### src/rtl/uart_tx.sv
// UART transmitter: one-entry holding register behind valid/ready, frames shifted out on bps_tick.
// Start, LSB-first data, optional parity and 1-2 stop bits; back-to-back words go out gaplessly.
module uart_tx #(
  parameter int DATA_BITS  = 8,
  parameter int PARITY_EN  = 0,
  parameter int PARITY_ODD = 0,
  parameter int STOP_BITS  = 1
) (
  input  logic                 clk,
  input  logic                 rst_n,
  input  logic                 bps_tick,
  input  logic [DATA_BITS-1:0] tx_data,
  input  logic                 tx_valid,
  output logic                 tx_ready,
  output logic                 txd,
  output logic                 busy
);

  localparam int CW = 4;

  typedef enum logic [2:0] {
    IDLE,
    START,
    DATA,
    PARITY,
    STOP
  } state_e;

  state_e               state_q, state_d;
  logic [DATA_BITS-1:0] hold_q, hold_d;
  logic                 hold_vld_q, hold_vld_d;
  logic [DATA_BITS-1:0] shift_q, shift_d;
  logic                 par_q, par_d;
  logic [CW-1:0]        cnt_q, cnt_d;
  logic                 txd_q, txd_d;

  logic accept;
  logic load;

  always_comb begin
    state_d    = state_q;
    hold_d     = hold_q;
    hold_vld_d = hold_vld_q;
    shift_d    = shift_q;
    par_d      = par_q;
    cnt_d      = cnt_q;
    txd_d      = txd_q;
    load       = 1'b0;
    accept     = tx_valid && !hold_vld_q;

    if (bps_tick) begin
      case (state_q)
        IDLE: begin
          txd_d = 1'b1;
          if (hold_vld_q) load = 1'b1;
        end
        START: begin
          state_d = DATA;
          txd_d   = shift_q[0];
          shift_d = shift_q >> 1;
          cnt_d   = '0;
        end
        DATA: begin
          // cnt_q is the index of the data bit currently on the line
          if (cnt_q == CW'(DATA_BITS - 1)) begin
            cnt_d = '0;
            if (PARITY_EN != 0) begin
              state_d = PARITY;
              txd_d   = par_q;
            end else begin
              state_d = STOP;
              txd_d   = 1'b1;
            end
          end else begin
            txd_d   = shift_q[0];
            shift_d = shift_q >> 1;
            cnt_d   = cnt_q + 1'b1;
          end
        end
        PARITY: begin
          state_d = STOP;
          txd_d   = 1'b1;
          cnt_d   = '0;
        end
        STOP: begin
          if (cnt_q == CW'(STOP_BITS - 1)) begin
            if (hold_vld_q) begin
              load = 1'b1;
            end else begin
              state_d = IDLE;
              txd_d   = 1'b1;
            end
          end else begin
            cnt_d = cnt_q + 1'b1;
          end
        end
        default: begin
          state_d = IDLE;
          txd_d   = 1'b1;
        end
      endcase
    end

    if (load) begin
      state_d    = START;
      txd_d      = 1'b0;
      shift_d    = hold_q;
      par_d      = (^hold_q) ^ (PARITY_ODD != 0);
      hold_vld_d = 1'b0;
      cnt_d      = '0;
    end

    // load needs a full holding register and accept an empty one, so they never collide
    if (accept) begin
      hold_d     = tx_data;
      hold_vld_d = 1'b1;
    end
  end

  always_ff @(posedge clk or negedge rst_n) begin
    if (!rst_n) begin
      state_q    <= IDLE;
      hold_q     <= '0;
      hold_vld_q <= 1'b0;
      shift_q    <= '0;
      par_q      <= 1'b0;
      cnt_q      <= '0;
      txd_q      <= 1'b1;
    end else begin
      state_q    <= state_d;
      hold_q     <= hold_d;
      hold_vld_q <= hold_vld_d;
      shift_q    <= shift_d;
      par_q      <= par_d;
      cnt_q      <= cnt_d;
      txd_q      <= txd_d;
    end
  end

  assign tx_ready = !hold_vld_q;
  assign txd      = txd_q;
  assign busy     = (state_q != IDLE) || hold_vld_q;

endmodule

### config.mk
export PLATFORM = sky130hd
export DESIGN_NAME = uart_tx
export DESIGN_NICKNAME = d
export VERILOG_FILES = /design/src/rtl/uart_tx.sv
export SDC_FILE = /design/constraint.sdc
export NUM_CORES = 1
export LEC_CHECK = 0
export CELL_PAD_IN_SITES_DETAIL_PLACEMENT = 0
export CELL_PAD_IN_SITES_GLOBAL_PLACEMENT = 1
export CORE_MARGIN = 10
export CORE_UTILIZATION = 35
export CTS_CLUSTER_DIAMETER = 100
export DETAILED_ROUTE_END_ITERATION = 8
export GPL_TIMING_DRIVEN = 0
export PLACE_DENSITY_LB_ADDON = 0.08
export SLEW_MARGIN = 20
export SYNTH_ARGS = -nofsm -noshare
export SYNTH_HDL_FRONTEND = slang
export SYNTH_SLANG_ARGS = --single-unit
### constraint.sdc
create_clock -name clk -period 2.3 [get_ports clk]
set_input_delay 0.46 -clock clk [delete_from_list [all_inputs] [get_ports clk]]
set_output_delay 0.46 -clock clk [all_outputs]
set_load 0.01 [all_outputs]
==> metrics.yaml, run 1 <==
timing:
  tightest_slew_ns: 0.634
  worst_slack_ns: -0.00385
  setup_viol: 1
  fin_crit_ns: 2.30
  hold_viol: 0
  maxSlewHeadroom_pct: 57.7
  timing.fmax_mhz: 434
  slew_violations: 0
  timing.final.crit_share_pct: 100
  worst_clock_skew_ns: 0.00480
  rsz0062_at_grt: "true"
clocking:
  root_buffer: "clkbuf_8"
  cts_tree: "built"
  clockBufferDepth: 2
  worstSkewPairLatency_ns: 0.27
  clkTransAtPathRegs_ns: 0.09
  holdBufCountCts: 0
  cts.sinks: 25
  ctsHtreeMaxLevel: 1
  cts_made_buffers: 3
critical_path:
  critPathTopFamily: "multiplexers"
  end_kind: "flop"
  r2r_end: "shift_q[6]"
  regToRegSetupSlack_ns: -0.004
  crit_type: "reg2reg"
  max_stage_delay_ns: 0.42
  path_cells: "inv_2 -> ha_1 -> or3b_4 -> a2111oi_4 -> buf_4 -> mux2_2 -> mux2_4"
  cp_num_buf_inv: 2
  cp-start-kind: "flop"
  r2r-start: "cnt_q[0]"
  critPathMaxFanout: 3
  required_ns: 2.46
  reg2reg_depth: 7
  crit_arrival_ns: 2.46
  cp_slowest_cell: "a2111oi_4"
drt:
  routed_wl_um: 2700
  ant_nets: 0
  dr.pass1.iters: 4
  via_per_inst: 5.01
  drtIter0Drc: 62
  drcViolationCount: 0
  dr_total_vias: 892
  wl_per_cell_um: 15.2
grt:
  antenna_found_initial: 0
  grt_max_degree: 26
  first_global_vias: 945
  globalRouteOverflowTotal: 0
  gr-usage-met1_pct: 11.5
  grt_pass1_wl_um: 4600
  grt_util_met3_pct: 2.07
  grtUsageMet2_pct: 13.5
  track_usage_pct: 8.91
  grt_busiest_layer: "met2"
synthesis:
  synth_flop_cell: "dfrtp_1"
  synth_async_sr_flop_share_pct: 100
  ys_seq_elements: 25
  synth.net_count: 120
  synth_area_mm2: 0.00132
  syn_area_per_cell_um2: 12.5
  syn_inst: 106
  synth_edf_count: 0
  yosysSeqAreaShare_pct: 47.4
  synth.distinct_cells: 38
  yosysWarnings: 0
floorplanning:
  core_area_mm2: 0.00366
  die_x_um: 81.5
  dieArea_mm2: 0.00664
  rows: 22
  die_h_um: 81.5
  start_util_pct: 36.2
  io_pins: 15
run_status:
  violations: "setup timing"
  status: "finished, violations left"
final_layout:
  layout_commonest_cell: "dfrtp_1"
  final_cell_mix: "dfrtp_1 (24), mux2_4 (12), clkdlybuf4s50_1 (12)"
  drive_gt1_share_pct: 37.7
  stdcell_area_mm2: 0.00164
  nets: 145
  n_antenna_cell: 0
  syn_to_final_growth_pct: 23.7
  fill_cells: 350
power_and_ir_drop:
  vdd_ir_drop_max_v: 0.000480
  finalPower_mw: 2.28
  p_leak_nw: 0.714
  p_per_area_mw_per_mm2: 1390
min_path:
  hold_path_class: "in2async"
place:
  postPlaceCellArea_mm2: 0.00151
  port_buffers: 13
  gp_congestion: 0.816
  dp_hpwl_um: 1840
run:
  cap_viol_max_count: 0
## worst max-delay path by stage
stage          depth (start not counted)          to      from  slack (ns)
5_1_grt                                7  shift_q[6]  cnt_q[0]       -0.07
2_1_floorplan                          7  shift_q[1]  cnt_q[0]        0.02
3_3_place_gp                           7  shift_q[4]  cnt_q[0]       -0.24
6_report                               7  shift_q[6]  cnt_q[0]      -0.004
4_1_cts                                7  shift_q[3]  cnt_q[0]     -0.0009
3_5_place_dp                           7  shift_q[1]  cnt_q[0]       -0.25
## timing repair
action	4_1_cts	5_1_grt
setup endpoints to repair	8	8
pin swaps	1	0
resized for setup	3	5
buffers inserted	7	0
## cells in the mapped netlist (2+ instances only)
cell / n / share of area (%)
o21ai_0: 2 / 0.76
nor2_1: 6 / 1.7
a211oi_1: 2 / 1.1
ha_1: 2 / 1.9
mux2_1: 5 / 4.3
clkbuf_1: 3 / 0.85
nand2b_1: 2 / 0.95
mux2_2: 11 / 9.4
dfrtp_1: 24 / 45
a21oi_1: 2 / 0.76
o2bb2ai_1: 2 / 1.3
mux2_4: 7 / 7.9
buf_2: 2 / 0.76
nand2_1: 5 / 1.4
inv_1: 6 / 1.7
nand3b_1: 3 / 1.7
## stage by stage
| step | hold slack, ns | instances | TNS [ns] | setup WS (ns) | util, % |
|---|---|---|---|---|---|
| 2_1_floorplan | 0.164 | 106 | 0 | 0.0179 | - |
| 3_3_place_gp | 0.472 | 167 | -1.30 | -0.242 | 41.4 |
| 3_5_place_dp | 0.489 | 167 | -1.32 | -0.254 | 41.2 |
| 4_1_cts | 0.196 | 178 | -0.000864 | -0.000864 | 44.2 |
| 5_1_grt | 0.205 | 178 | -0.362 | -0.0706 | 44.7 |
| 6_report | 0.179 | 178 | -0.00385 | -0.00385 | 44.7 |
## routing by layer
layer / vias up / part of all wire (%)
met2: 21 / 47
met5: - / 0
met1: 439 / 47
met4: 0 / 2.6
li1: 426 / -
met3: 6 / 4.1
## logic make-up (layout without fill, tap and decap cells)
group	count (synthesis)	in the layout	share of synthesized area (%)
mux	23	23	21.5
compound gates	20	20	14.2
buf+inv	12	36	4.16
fa+ha+maj	2	2	1.89
xor+xnor	1	1	0.662
flops	25	25	47.4
simple gates	23	23	10.2
## power by group
part	total, mW	internal, mW	switching, mW
logic	1.23	0.717	0.514
registers	0.783	0.650	0.133
clock network	0.262	0.121	0.141
## area by class of cell
cell class	instances	area, um^2	share of cell area [%]
timing repair buffer	20	178	10.8
tap	48	60.1	3.67
sequential	25	627	38.3
clock buffer	3	41.3	2.52
clock inverter	1	5.00	0.306
buffer	6	32.5	1.99
inverter	6	22.5	1.38
multi-input combinational	69	672	41.0
## registers in the layout, summed over array words and instances, names as in the netlist
name / cells
txd: 1
shift_q: 8
hold_q: 8
cnt_q: 4
hold_vld_q: 1
state_q: 3
No activity file was read; power rests on OpenSTA's default activity.
==> run 2, diff against run 1 <==
--- a/config.mk
+++ b/config.mk
@@ -5,13 +5,13 @@
 export SDC_FILE = /design/constraint.sdc
 export NUM_CORES = 1
 export LEC_CHECK = 0
+export CAP_MARGIN = 20
 export CELL_PAD_IN_SITES_DETAIL_PLACEMENT = 0
 export CELL_PAD_IN_SITES_GLOBAL_PLACEMENT = 1
 export CORE_MARGIN = 10
 export CORE_UTILIZATION = 35
 export CTS_CLUSTER_DIAMETER = 100
 export DETAILED_ROUTE_END_ITERATION = 8
-export GPL_TIMING_DRIVEN = 0
 export PLACE_DENSITY_LB_ADDON = 0.08
 export SLEW_MARGIN = 20
 export SYNTH_ARGS = -nofsm -noshare
==> metrics.yaml, run 2 (synthesized netlist as in run 1, its figures left out) <==
drt:
  drcViolationCount: 0  # unchanged
  dr.pass1.iters: 2  # was 4
  drtIter0Drc: 49  # was 62
  dr_total_vias: 922  # was 892
  routed_wl_um: 2620  # was 2700 um
  wl_per_cell_um: 14.5  # was 15.2 um
  ant_nets: 0  # unchanged
  via_per_inst: 5.09  # was 5.01
final_layout:
  n_antenna_cell: 0  # unchanged
  syn_to_final_growth_pct: 26.8  # was 23.7%
  fin_cells: 181  # was 178
  drive_gt1_share_pct: 36.1  # was 37.7%
  layout_commonest_cell: "dfrtp_1"  # unchanged
  nets: 148  # was 145
  final_cell_mix: "dfrtp_1 (24), clkdlybuf4s50_1 (14), buf_4 (13)"  # was dfrtp_1 (24), mux2_4 (12), clkdlybuf4s50_1 (12)
  top_regs: "hold_q: 8 flops, shift_q: 8 flops, cnt_q: 4 flops"  # unchanged
grt:
  track_usage_pct: 8.39  # was 8.91%
  grt_pass1_wl_um: 4430  # was 4600 um
  grt_max_degree: 26  # unchanged
  globalRouteOverflowTotal: 0  # unchanged
  antenna_found_initial: 0  # unchanged
  first_global_vias: 976  # was 945
place:
  dp.cells: 175  # was 167
  port_buffers: 14  # was 13
  gp_congestion: 0.871  # was 0.816
  dp_hpwl_um: 1880  # was 1840 um
timing:
  worst_clock_skew_ns: 0.00344  # was 0.00480 ns
  maxSlewHeadroom_pct: 59.7  # was 57.7%
  rsz0062_at_grt: "true"  # unchanged
  timing.fmax_mhz: 443  # was 434 MHz
  slew_violations: 0  # unchanged
  setup_viol: 0  # was 1
  tightest_slew_ns: 0.605  # was 0.634 ns
  timing.final.crit_share_pct: 98.1  # was 100%
  fin_crit_ns: 2.26  # was 2.30 ns
  hold_viol: 0  # unchanged
clocking:
  ctsHtreeMaxLevel: 1  # unchanged
  cts_tree: "built"  # unchanged
  holdBufCountCts: 0  # unchanged
  worstSkewPairLatency_ns: 0.27  # about the same
  root_buffer: "clkbuf_8"  # unchanged
  clkTransAtPathRegs_ns: 0.09  # about the same
  cts_made_buffers: 3  # unchanged
  clockBufferDepth: 2  # unchanged
  cts.sinks: 25  # unchanged
critical_path:
  required_ns: 2.46  # about the same
  critPathMaxFanout: 8  # was 3
  crit_arrival_ns: 2.42  # was 2.46 ns
  crit_type: "reg2reg"  # unchanged
  reg2reg_depth: 7  # unchanged
  r2r-start: "cnt_q[0]"  # unchanged
  regToRegSetupSlack_ns: 0.04  # was -0.004 ns
  r2r_end: "shift_q[6]"  # unchanged
  cp-start-kind: "flop"  # unchanged
  end_kind: "flop"  # unchanged
floorplanning:
  core_area_mm2: 0.00366  # unchanged
  start_util_pct: 36.2  # unchanged
  die_x_um: 81.5  # unchanged
  dieArea_mm2: 0.00664  # unchanged
  die_h_um: 81.5  # unchanged
  rows: 22  # unchanged
  io_pins: 15  # unchanged
min_path:
  hold_start: "hold_q[7]"
  holdPathStages: 2
  hold_path_class: "reg2reg"  # was in2async
  min_to: "shift_q[7]"
power_and_ir_drop:
  finalPower_mw: 2.25  # was 2.28 mW
  p_per_area_mw_per_mm2: 1340  # was 1390 mW/mm^2
  vdd_ir_drop_max_v: 0.000524  # was 0.000480 V
  p_leak_nw: 0.733  # was 0.714 nW
run_status:
  status: "completed"  # was finished, violations left
run:
  cap_viol_max_count: 0  # unchanged
[run 2: area by class of cell]
| class | instances | area, um^2 |
|---|---|---|
| multi-input cells | 69 | 654 |
| clock buffers | 3 | 41.3 |
| repair buffers | 29 | 269 |
| inverters | 6 | 22.5 |
| clock inverters | 1 | 5.00 |
| well taps | 48 | 60.1 |
| flip-flops and latches | 25 | 627 |
| fillers | 360 | 1980 |
[run 2: metal layers]
| layer | vias to the layer above | global-route usage (%) | wire (um) |
|---|---|---|---|
| li1 | 439 | - | - |
| met4 | 0 | 4.50 | 55 |
| met5 | - | 0 | 0 |
| met2 | 17 | 13.2 | 1270 |
| met1 | 458 | 10.4 | 1200 |
| met3 | 8 | 1.97 | 95 |
[run 2: timing repair]
item | 4_1_cts | 5_1_grt
buffers inserted | 1 | 1
pin swaps | 1 | 0
resized for setup | 1 | 3
setup endpoints to repair | 3 | 7
gates cloned | 0 | 0
[run 2: worst max-delay path by stage]
| stage | end | depth (start not counted) | startpoint | slack, ns |
|---|---|---|---|---|
| CTS | shift_q[6] | 7 | cnt_q[0] | 0.02 |
| global route | shift_q[5] | 7 | cnt_q[0] | -0.02 |
| finish | shift_q[6] | 7 | cnt_q[0] | 0.04 |
| detailed placement | shift_q[0] | 6 | bps_tick | -0.04 |
| floorplan | shift_q[1] | 7 | cnt_q[0] | 0.02 |
| global placement | shift_q[4] | 6 | bps_tick | -0.007 |
[run 2: worst max-delay path, cell delays in order (launching register included)]
cell     delay, ns
dfrtp_1       0.40
inv_2         0.08
ha_4          0.12
or3b_4        0.39
buf_6         0.14
or4b_4        0.49
o31ai_4       0.17
mux2_4        0.35
[run 2: metrics by stage]
step | setup WS [ns] | utilization [%] | TNS (ns) | hold slack (ns) | area [um^2]
finish | 0.0440 | 45.9 | 0 | 0.510 | 1680
global route | -0.0239 | 45.9 | -0.129 | 0.537 | 1680
CTS | 0.0181 | 45.3 | 0 | 0.518 | 1660
detailed placement | -0.0371 | 43.7 | -0.175 | 0.492 | 1600
global placement | -0.00655 | 43.7 | -0.0297 | 0.493 | 1600
floorplan | 0.0179 | - | 0 | 0.164 | 1320
[run 2: power by group]
group | leakage (nW) | switching [mW] | internal [mW] | total, mW
sequential | 0.309 | 0.180 | 0.650 | 0.829
combinational | 0.398 | 0.453 | 0.707 | 1.16
clock | 0.0255 | 0.141 | 0.121 | 0.262
